**src/rtl/rf_arb_pkg.sv**
```systemverilog
// Shared types and constants for the register-file write arbiter.
// Entries carry {rd, wd}; the rd field always sits in the top RD_W bits.
package rf_arb_pkg;

  localparam int RF_DW = 32;
  localparam int RD_W  = 4;
  localparam int NREG  = 16;
  localparam int NSRC  = 3;

  localparam logic [NREG-1:0] PROT_MASK_DEFAULT = 16'hA000;

  typedef enum logic [1:0] {
    SRC_ALU  = 2'd0,
    SRC_LD   = 2'd1,
    SRC_HOST = 2'd2
  } src_e;

  typedef enum logic {
    OUT_IDLE  = 1'b0,
    OUT_WRITE = 1'b1
  } out_state_e;

  typedef struct packed {
    logic [RD_W-1:0]  rd;
    logic [RF_DW-1:0] wd;
  } wb_req_t;

  function automatic logic [NREG-1:0] rd_onehot(input logic [RD_W-1:0] rd);
    return 16'(1) << rd;
  endfunction

endpackage

```
**src/rtl/rf_write_arbiter_fifo.sv**
```systemverilog
// Small in-order writeback FIFO; also exposes every slot's valid bit and rd
// field so the parent can build the pending-write mask.
module wb_fifo
  import rf_arb_pkg::*;
#(
  parameter int DEPTH = 2,
  parameter int WIDTH = RD_W + RF_DW
) (
  input  logic                  clk,
  input  logic                  rst,
  input  logic                  push,
  input  logic                  pop,
  input  logic [WIDTH-1:0]      din,
  output logic [WIDTH-1:0]      dout,
  output logic                  full,
  output logic                  empty,
  output logic [DEPTH-1:0]      ent_valid,
  output logic [DEPTH*RD_W-1:0] ent_rd
);

  localparam int AW = $clog2(DEPTH);

  logic [AW-1:0]    wr_ptr_q, wr_ptr_d;
  logic [AW-1:0]    rd_ptr_q, rd_ptr_d;
  logic [AW:0]      count_q, count_d;
  logic [WIDTH-1:0] mem [DEPTH];
  logic             push_ok, pop_ok;

  assign full    = (count_q == (AW+1)'(DEPTH));
  assign empty   = (count_q == '0);
  assign push_ok = push && !full;
  assign pop_ok  = pop && !empty;
  assign dout    = mem[rd_ptr_q];

  always_comb begin
    wr_ptr_d = wr_ptr_q;
    rd_ptr_d = rd_ptr_q;
    count_d  = count_q;
    if (push_ok) wr_ptr_d = wr_ptr_q + 1'b1;
    if (pop_ok)  rd_ptr_d = rd_ptr_q + 1'b1;
    if (push_ok && !pop_ok)      count_d = count_q + 1'b1;
    else if (pop_ok && !push_ok) count_d = count_q - 1'b1;
  end

  always_ff @(posedge clk or posedge rst) begin
    if (rst) begin
      wr_ptr_q <= '0;
      rd_ptr_q <= '0;
      count_q  <= '0;
    end else begin
      wr_ptr_q <= wr_ptr_d;
      rd_ptr_q <= rd_ptr_d;
      count_q  <= count_d;
    end
  end

  // Payload storage needs no reset: slot validity comes from the pointers.
  always_ff @(posedge clk) begin
    if (push_ok) mem[wr_ptr_q] <= din;
  end

  for (genvar gi = 0; gi < DEPTH; gi++) begin : g_slot
    logic [AW-1:0] offset;
    assign offset                  = AW'(gi) - rd_ptr_q;
    assign ent_valid[gi]           = ({1'b0, offset} < count_q);
    assign ent_rd[gi*RD_W +: RD_W] = mem[gi][WIDTH-1 -: RD_W];
  end

endmodule

```
**src/rtl/rf_write_arbiter.sv**
```systemverilog
// Shares the register-file write port between ALU, LOAD and HOST writeback
// queues with fixed priority plus aging; drops writes to hardware-owned regs.
module rf_write_arbiter
  import rf_arb_pkg::*;
#(
  parameter int              DW        = 32,
  parameter int              DEPTH     = 2,
  parameter int              MAX_WAIT  = 4,
  parameter logic [NREG-1:0] PROT_MASK = PROT_MASK_DEFAULT
) (
  input  logic            clk,
  input  logic            rst,
  input  logic            alu_valid,
  output logic            alu_ready,
  input  logic [3:0]      alu_rd,
  input  logic [DW-1:0]   alu_wd,
  input  logic            ld_valid,
  output logic            ld_ready,
  input  logic [3:0]      ld_rd,
  input  logic [DW-1:0]   ld_wd,
  input  logic            host_valid,
  output logic            host_ready,
  input  logic [3:0]      host_rd,
  input  logic [DW-1:0]   host_wd,
  input  logic            hold,
  output logic            rf_we,
  output logic [3:0]      rf_rd,
  output logic [DW-1:0]   rf_wd,
  output logic            drop,
  output logic [NREG-1:0] pending
);

  localparam int WIDTH = RD_W + DW;
  localparam int WW    = $clog2(MAX_WAIT + 1);
  localparam logic [WW-1:0] WAIT_MAX = WW'(MAX_WAIT);

  logic [NSRC-1:0]      src_valid, src_ready, src_push, src_pop;
  logic [NSRC-1:0]      src_full, src_empty;
  logic [WIDTH-1:0]     src_din  [NSRC];
  logic [WIDTH-1:0]     src_dout [NSRC];
  logic [DEPTH-1:0]     src_ent_valid [NSRC];
  logic [DEPTH*RD_W-1:0] src_ent_rd   [NSRC];

  assign src_valid          = {host_valid, ld_valid, alu_valid};
  assign src_din[SRC_ALU]   = {alu_rd, alu_wd};
  assign src_din[SRC_LD]    = {ld_rd, ld_wd};
  assign src_din[SRC_HOST]  = {host_rd, host_wd};

  assign alu_ready  = src_ready[SRC_ALU];
  assign ld_ready   = src_ready[SRC_LD];
  assign host_ready = src_ready[SRC_HOST];

  for (genvar gi = 0; gi < NSRC; gi++) begin : g_src
    // Ready is a pure function of fullness so it never combinationally
    // depends on this cycle's arbitration.
    assign src_ready[gi] = !src_full[gi] && !rst;
    assign src_push[gi]  = src_valid[gi] && src_ready[gi];

    wb_fifo #(
      .DEPTH(DEPTH),
      .WIDTH(WIDTH)
    ) u_fifo (
      .clk       (clk),
      .rst       (rst),
      .push      (src_push[gi]),
      .pop       (src_pop[gi]),
      .din       (src_din[gi]),
      .dout      (src_dout[gi]),
      .full      (src_full[gi]),
      .empty     (src_empty[gi]),
      .ent_valid (src_ent_valid[gi]),
      .ent_rd    (src_ent_rd[gi])
    );
  end

  // ---------------- arbitration ----------------
  logic [WW-1:0]    wait_ld_q, wait_ld_d;
  logic [WW-1:0]    wait_host_q, wait_host_d;
  logic             grant_valid;
  src_e             grant_src;
  logic [WIDTH-1:0] grant_req;
  logic [RD_W-1:0]  grant_rd;
  logic [DW-1:0]    grant_wd;
  logic             grant_prot;

  always_comb begin
    grant_valid = 1'b0;
    grant_src   = SRC_ALU;
    if (!hold) begin
      if (!src_empty[SRC_LD] && wait_ld_q >= WAIT_MAX) begin
        grant_valid = 1'b1;
        grant_src   = SRC_LD;
      end else if (!src_empty[SRC_HOST] && wait_host_q >= WAIT_MAX) begin
        grant_valid = 1'b1;
        grant_src   = SRC_HOST;
      end else if (!src_empty[SRC_ALU]) begin
        grant_valid = 1'b1;
        grant_src   = SRC_ALU;
      end else if (!src_empty[SRC_LD]) begin
        grant_valid = 1'b1;
        grant_src   = SRC_LD;
      end else if (!src_empty[SRC_HOST]) begin
        grant_valid = 1'b1;
        grant_src   = SRC_HOST;
      end
    end
  end

  always_comb begin
    src_pop = '0;
    if (grant_valid) src_pop[grant_src] = 1'b1;
  end

  assign grant_req  = src_dout[grant_src];
  assign grant_rd   = grant_req[WIDTH-1 -: RD_W];
  assign grant_wd   = grant_req[DW-1:0];
  assign grant_prot = PROT_MASK[grant_rd];

  // Aging: a head that keeps losing saturates at MAX_WAIT and then outranks ALU.
  always_comb begin
    wait_ld_d   = wait_ld_q;
    wait_host_d = wait_host_q;
    if (!hold) begin
      if (src_empty[SRC_LD] || (grant_valid && grant_src == SRC_LD))
        wait_ld_d = '0;
      else if (wait_ld_q < WAIT_MAX)
        wait_ld_d = wait_ld_q + 1'b1;

      if (src_empty[SRC_HOST] || (grant_valid && grant_src == SRC_HOST))
        wait_host_d = '0;
      else if (wait_host_q < WAIT_MAX)
        wait_host_d = wait_host_q + 1'b1;
    end
  end

  // ---------------- output stage ----------------
  out_state_e      out_state_q, out_state_d;
  logic [RD_W-1:0] out_rd_q, out_rd_d;
  logic [DW-1:0]   out_wd_q, out_wd_d;
  logic            drop_q, drop_d;

  always_ff @(posedge clk or posedge rst) begin
    if (rst) begin
      out_state_q <= OUT_IDLE;
      out_rd_q    <= '0;
      out_wd_q    <= '0;
      drop_q      <= 1'b0;
      wait_ld_q   <= '0;
      wait_host_q <= '0;
    end else begin
      out_state_q <= out_state_d;
      out_rd_q    <= out_rd_d;
      out_wd_q    <= out_wd_d;
      drop_q      <= drop_d;
      wait_ld_q   <= wait_ld_d;
      wait_host_q <= wait_host_d;
    end
  end

  // Protected heads are still popped; they only turn into a drop pulse.
  always_comb begin
    out_state_d = OUT_IDLE;
    out_rd_d    = out_rd_q;
    out_wd_d    = out_wd_q;
    drop_d      = grant_valid && grant_prot;
    if (grant_valid && !grant_prot) begin
      out_state_d = OUT_WRITE;
      out_rd_d    = grant_rd;
      out_wd_d    = grant_wd;
    end
  end

  always_comb begin
    rf_we = (out_state_q == OUT_WRITE);
    rf_rd = out_rd_q;
    rf_wd = out_wd_q;
    drop  = drop_q;
  end

  // ---------------- pending-write mask ----------------
  logic [NREG-1:0] pending_raw;

  always_comb begin
    pending_raw = '0;
    for (int s = 0; s < NSRC; s++) begin
      for (int e = 0; e < DEPTH; e++) begin
        if (src_ent_valid[s][e])
          pending_raw = pending_raw | rd_onehot(src_ent_rd[s][e*RD_W +: RD_W]);
      end
    end
    if (out_state_q == OUT_WRITE)
      pending_raw = pending_raw | rd_onehot(out_rd_q);
  end

  assign pending = pending_raw & ~PROT_MASK;

endmodule

```
**config.mk**
```make
export PLATFORM = sky130hd
export DESIGN_NAME = rf_write_arbiter
export DESIGN_NICKNAME = d
export VERILOG_FILES = /design/src/rtl/rf_arb_pkg.sv /design/src/rtl/rf_write_arbiter_fifo.sv /design/src/rtl/rf_write_arbiter.sv
export SDC_FILE = /design/constraint.sdc
export NUM_CORES = 1
export LEC_CHECK = 0
export ABC_AREA = 1
export ABC_CLOCK_PERIOD_IN_PS = 4550
export CAP_MARGIN = 20
export CELL_PAD_IN_SITES_DETAIL_PLACEMENT = 1
export CELL_PAD_IN_SITES_GLOBAL_PLACEMENT = 2
export CORE_UTILIZATION = 37
export DETAILED_ROUTE_END_ITERATION = 6
export PLACE_DENSITY_LB_ADDON = 0.25
export RECOVER_POWER = 50
export SLEW_MARGIN = 15
export SYNTH_ARGS = -nofsm -noshare
export SYNTH_HDL_FRONTEND = slang
export SYNTH_HIERARCHICAL = 1
export SYNTH_SLANG_ARGS = --single-unit
```
**constraint.sdc**
```tcl
create_clock -name clk -period 4.55 [get_ports clk]
set_input_delay 1.1375 -clock clk [delete_from_list [all_inputs] [get_ports clk]]
set_output_delay 1.1375 -clock clk [all_outputs]
set_load 0.02 [all_outputs]
```
==> key figures, run 1 <==
Critical path
  – Worst reg-to-reg path cell count: 12
  – Worst Setup End Kind: output pin
  – Crit Reg-Reg Endpoint: g_src[2].u_fifo/count_q[1]$_DFFE_PP0P_
  – Reg-to-reg slack, setup: 0.85 ns
  – Critical path's top delay family: buffers and inverters
  – Slowest-stage cell, CP: clkdlybuf4s50_1
  – Setup CP Type: reg -> out
  – Setup crit end: pending[0]
  – CP Launch Point: g_src[0].u_fifo/rd_ptr_q$_DFFE_PP0P_
  – Most frequent CP cell: nor2_1
  – Crit-path cells: buf_4, inv_2, o21ai_0, inv_1, nor2_1, a32o_1, nor2_1, nand4_1, clkdlybuf4s50_1
  – Worst Path Arrival: 3.08 ns
  – Reg2reg start: g_src[1].u_fifo/count_q[0]$_DFFE_PP0P_
  – Crit path depth: 9
  – Critical path required time: 3.41 ns
  – CP Max Fanout: 38
  – Buffers & Inverters on Critical Path: 4
  – CP startpoint kind: flop
  – Worst path max stage delay: 0.61 ns

Yosys
  – FF+latch count, synth: 272
  – FFs w/ async S/R, synth: 20.6%
  – Syn Std Cell Area: 0.0124 sq mm
  – YS warnings: 6
  – Most used DFF post-synth: edfxtp_1
  – Register area share after synthesis: 63.4%
  – Synthesized area per cell: 9.80 sq um
  – Post-Synthesis Cells: 1269
  – Synth cell types: 40
  – Number of synthesized flops with an enable pin: 216

Timing
  – Pins over their slew limit: 45
  – Slew @ Worst Pin: 2.35 ns
  – F_max: 237 MHz
  – Final hold vios: 0
  – Tmin final: 4.22 ns
  – # setup viols final: 0
  – Normalized max-slew margin: -57.5%
  – PnR worst setup slack: 0.333 ns
  – Fin Setup TNS: 0 ns
  – Hold Slack: 0.476 ns
  – Fin Clk Skew: 0.0534 ns
  – Period Utilization, post-route: 92.7%
  – Unrepaired setup endpoints after global routing: false

Clock tree
  – Hold buffer count at CTS: 0
  – Clock Pin Slew Worst Setup and Hold Paths: 0.06 ns
  – CTS max path bufs: 3
  – Postcts setup bufs: 0
  – Root Buffer: clkbuf_16
  – CTS sink cnt: 272
  – CTS tree: yes
  – H-tree levels: 1
  – Post_cts resized: 0
  – Later-pin clock latency in the skew report: 0.59 ns
  – CTS Buf Count: 30

Route
  – Routed len/inst: 20.7 um
  – Drt first pass iters: 5
  – Vias/cell: 4.99
  – # DRC: 0
  – Post-Route WL: 39100 um
  – Total number of vias: 9422
  – Initial DRC Count: 486
  – Antenna Nets Post-Route: 0

Outcome
  – Failing checks: max-capacitance violations, max-slew violations
  – Outcome: finished with violations

Placement
  – GPL Wtd Cong: 0.902
  – Dpl hpwl: 28300 um
  – Cell count after placement: 1829
  – Setup WS pre-CTS: 0.760 ns
  – Port Buf Inserts: 168

Power
  – Leak pwr: 6.35 nW
  – Worst vdd ir: 0.381 mV
  – Power density over the cells: 613 mW/mm^2

Layout
  – Core Util, Final: 46.5%
  – Layout cell share with drive strength beyond 1: 6.10%
  – Non-filler cells, final: 1887
  – Final #Nets: 1538
  – Area Overhead vs Synth: 22.5%

Floorplanning
  – I/O pins: 171
  – Die area: 0.0344 sq mm
  – Cell Rows: 66
  – Starting Density: 37.9%
  – Die W: 185 um
  – Core area: 0.0328 sq mm
  – Die Span Y: 185 um

Global route
  – Vias in the first global route: 9987
  – Largest net degree at the start of global routing: 45
  – GRT Util Overall: 23.1%
  – Initial antenna violation count: 3
  – GRT overflow: 0
  – Global-route wire length before repair: 58200 um

Hold path
  – Hold/Removal Path Class: reg -> reg

Job
  – Max cap viols: 1
Yosys cell counts (12+ instances only):
cell / n / area, sq um
nor2_1: 50 / 188
dfrtp_1: 56 / 1400
buf_4: 36 / 270
o21ai_0: 21 / 105
inv_1: 73 / 274
nand2_1: 570 / 2140
edfxtp_1: 216 / 6490
buf_2: 12 / 60.1
nand3_1: 110 / 551
buf_6: 20 / 225
nand4_1: 18 / 113
area by class of cell:
class,instances,area [sq um]
clock inverter,15,143
timing repair buffer,188,1850
sequential,272,7890
tap,442,553
inverter,81,305
clock buffer,41,802
multi-input combinational,846,3700
fill,3692,17500
antenna,2,5.00
cell families (layout without fill, tap and decap cells):
| group | after synthesis | count (layout) | share of synthesized area, % |
|---|---|---|---|
| compound gates | 58 | 58 | 3.09 |
| fa+ha+maj | 5 | 5 | 0.503 |
| xor+xnor | 3 | 3 | 0.211 |
| simple gates | 778 | 778 | 25.7 |
| flops | 272 | 272 | 63.4 |
| buf+inv | 152 | 325 | 7.00 |
| other cells | 1 | 4 | 0.0302 |
state kept, by name, indices dropped and copies added (netlist names), 3 cells and up:
| register | flops |
|---|---|
| g_src.u_fifo/mem | 216 |
| rf_wd | 32 |
| rf_rd | 4 |
| wait_host_q | 3 |
| g_src.u_fifo/rd_ptr_q | 3 |
| wait_ld_q | 3 |
| g_src.u_fifo/count_q | 6 |
| g_src.u_fifo/wr_ptr_q | 3 |
metrics by stage:
| stage | power, W | area (sq um) |
|---|---|---|
| after global routing | 0.00990 | 15200 |
| final | 0.00935 | 15200 |
| after detailed placement | 0.00715 | 14300 |
| after CTS | 0.00951 | 15300 |
| after floorplan | 0.00579 | 12400 |
| after global placement | 0.00708 | 14300 |
cell usage in the layout (no fill, tap or decap), types with 3 or more instances in the layout:
| cell | instances |
|---|---|
| nand2_1 | 571 |
| edfxtp_1 | 216 |
| dlygate4sd3_1 | 121 |
| nand3_1 | 110 |
| inv_1 | 73 |
| dfrtp_1 | 56 |
| nor2_1 | 48 |
| clkdlybuf4s50_1 | 47 |
| clkbuf_16 | 30 |
| o21ai_0 | 20 |
| nand4_1 | 18 |
| buf_4 | 15 |
| clkbuf_1 | 13 |
| o2111ai_1 | 8 |
| nor3_1 | 8 |
| o22ai_1 | 7 |
| clkinvlp_4 | 7 |
| inv_2 | 6 |
| nor2_2 | 6 |
| clkinv_2 | 6 |
| ha_1 | 5 |
| a21oi_1 | 4 |
| nand2_2 | 3 |
| a31oi_1 | 3 |
| nor3b_1 | 3 |
| nand3b_1 | 3 |
| xnor2_1 | 3 |
| nor2_4 | 3 |
worst reg2reg max path, stage by stage, from the launching register on:
cell and delay (ns):
dfrtp_1 0.46, nor2_1 0.39, nand2_1 0.14, nand2_1 0.10, nand3_2 0.11, inv_2 0.25, clkbuf_1 1.12, o21ai_0 0.35
ha_1 0.42, inv_1 0.08, nand3_1 0.08, nand2_1 0.06, nand2_1 0.04
worst min path at each step:
stage | from | to | slack [ns] | depth (start not counted)
finish | rf_wd[20]$_DFFE_PP0P_ | rf_wd[20]$_DFFE_PP0P_ | 0.48 | 2
floorplan | g_src[0].u_fifo/wr_ptr_q$_DFFE_PP0P_ | g_src[0].u_fifo/wr_ptr_q$_DFFE_PP0P_ | 0.45 | 2
global route | rf_wd[28]$_DFFE_PP0P_ | rf_wd[28]$_DFFE_PP0P_ | 0.50 | 2
CTS | rf_wd[28]$_DFFE_PP0P_ | rf_wd[28]$_DFFE_PP0P_ | 0.48 | 2
detailed placement | rf_wd[2]$_DFFE_PP0P_ | rf_wd[2]$_DFFE_PP0P_ | 0.46 | 2
global placement | rf_wd[20]$_DFFE_PP0P_ | rf_wd[20]$_DFFE_PP0P_ | 0.45 | 2
power breakdown:
part	internal [W]	switching [W]
Clock	0.00130	0.00102
Sequential	0.00321	0.000296
Combinational	0.00114	0.00238
Total	0.00565	0.00370
per-layer routing:
metal	vias up	share of wire, %	GRT usage, %
met3	66	3.7	3.32
met1	4645	40	27.0
met5	-	0.051	0
met4	4	3.7	8.53
li1	4495	-	-
met2	212	52	42.4
Note: power is estimated with default switching activity, not from simulation.
==> run 2: changes to the inputs <==
--- a/config.mk
+++ b/config.mk
@@ -7,7 +7,6 @@
 export LEC_CHECK = 0
 export ABC_AREA = 1
 export ABC_CLOCK_PERIOD_IN_PS = 4550
-export CAP_MARGIN = 20
 export CELL_PAD_IN_SITES_DETAIL_PLACEMENT = 1
 export CELL_PAD_IN_SITES_GLOBAL_PLACEMENT = 2
 export CORE_UTILIZATION = 37
==> results of run 2 <==
No change in the layout: final DEF, timing and power equal those of run 1.
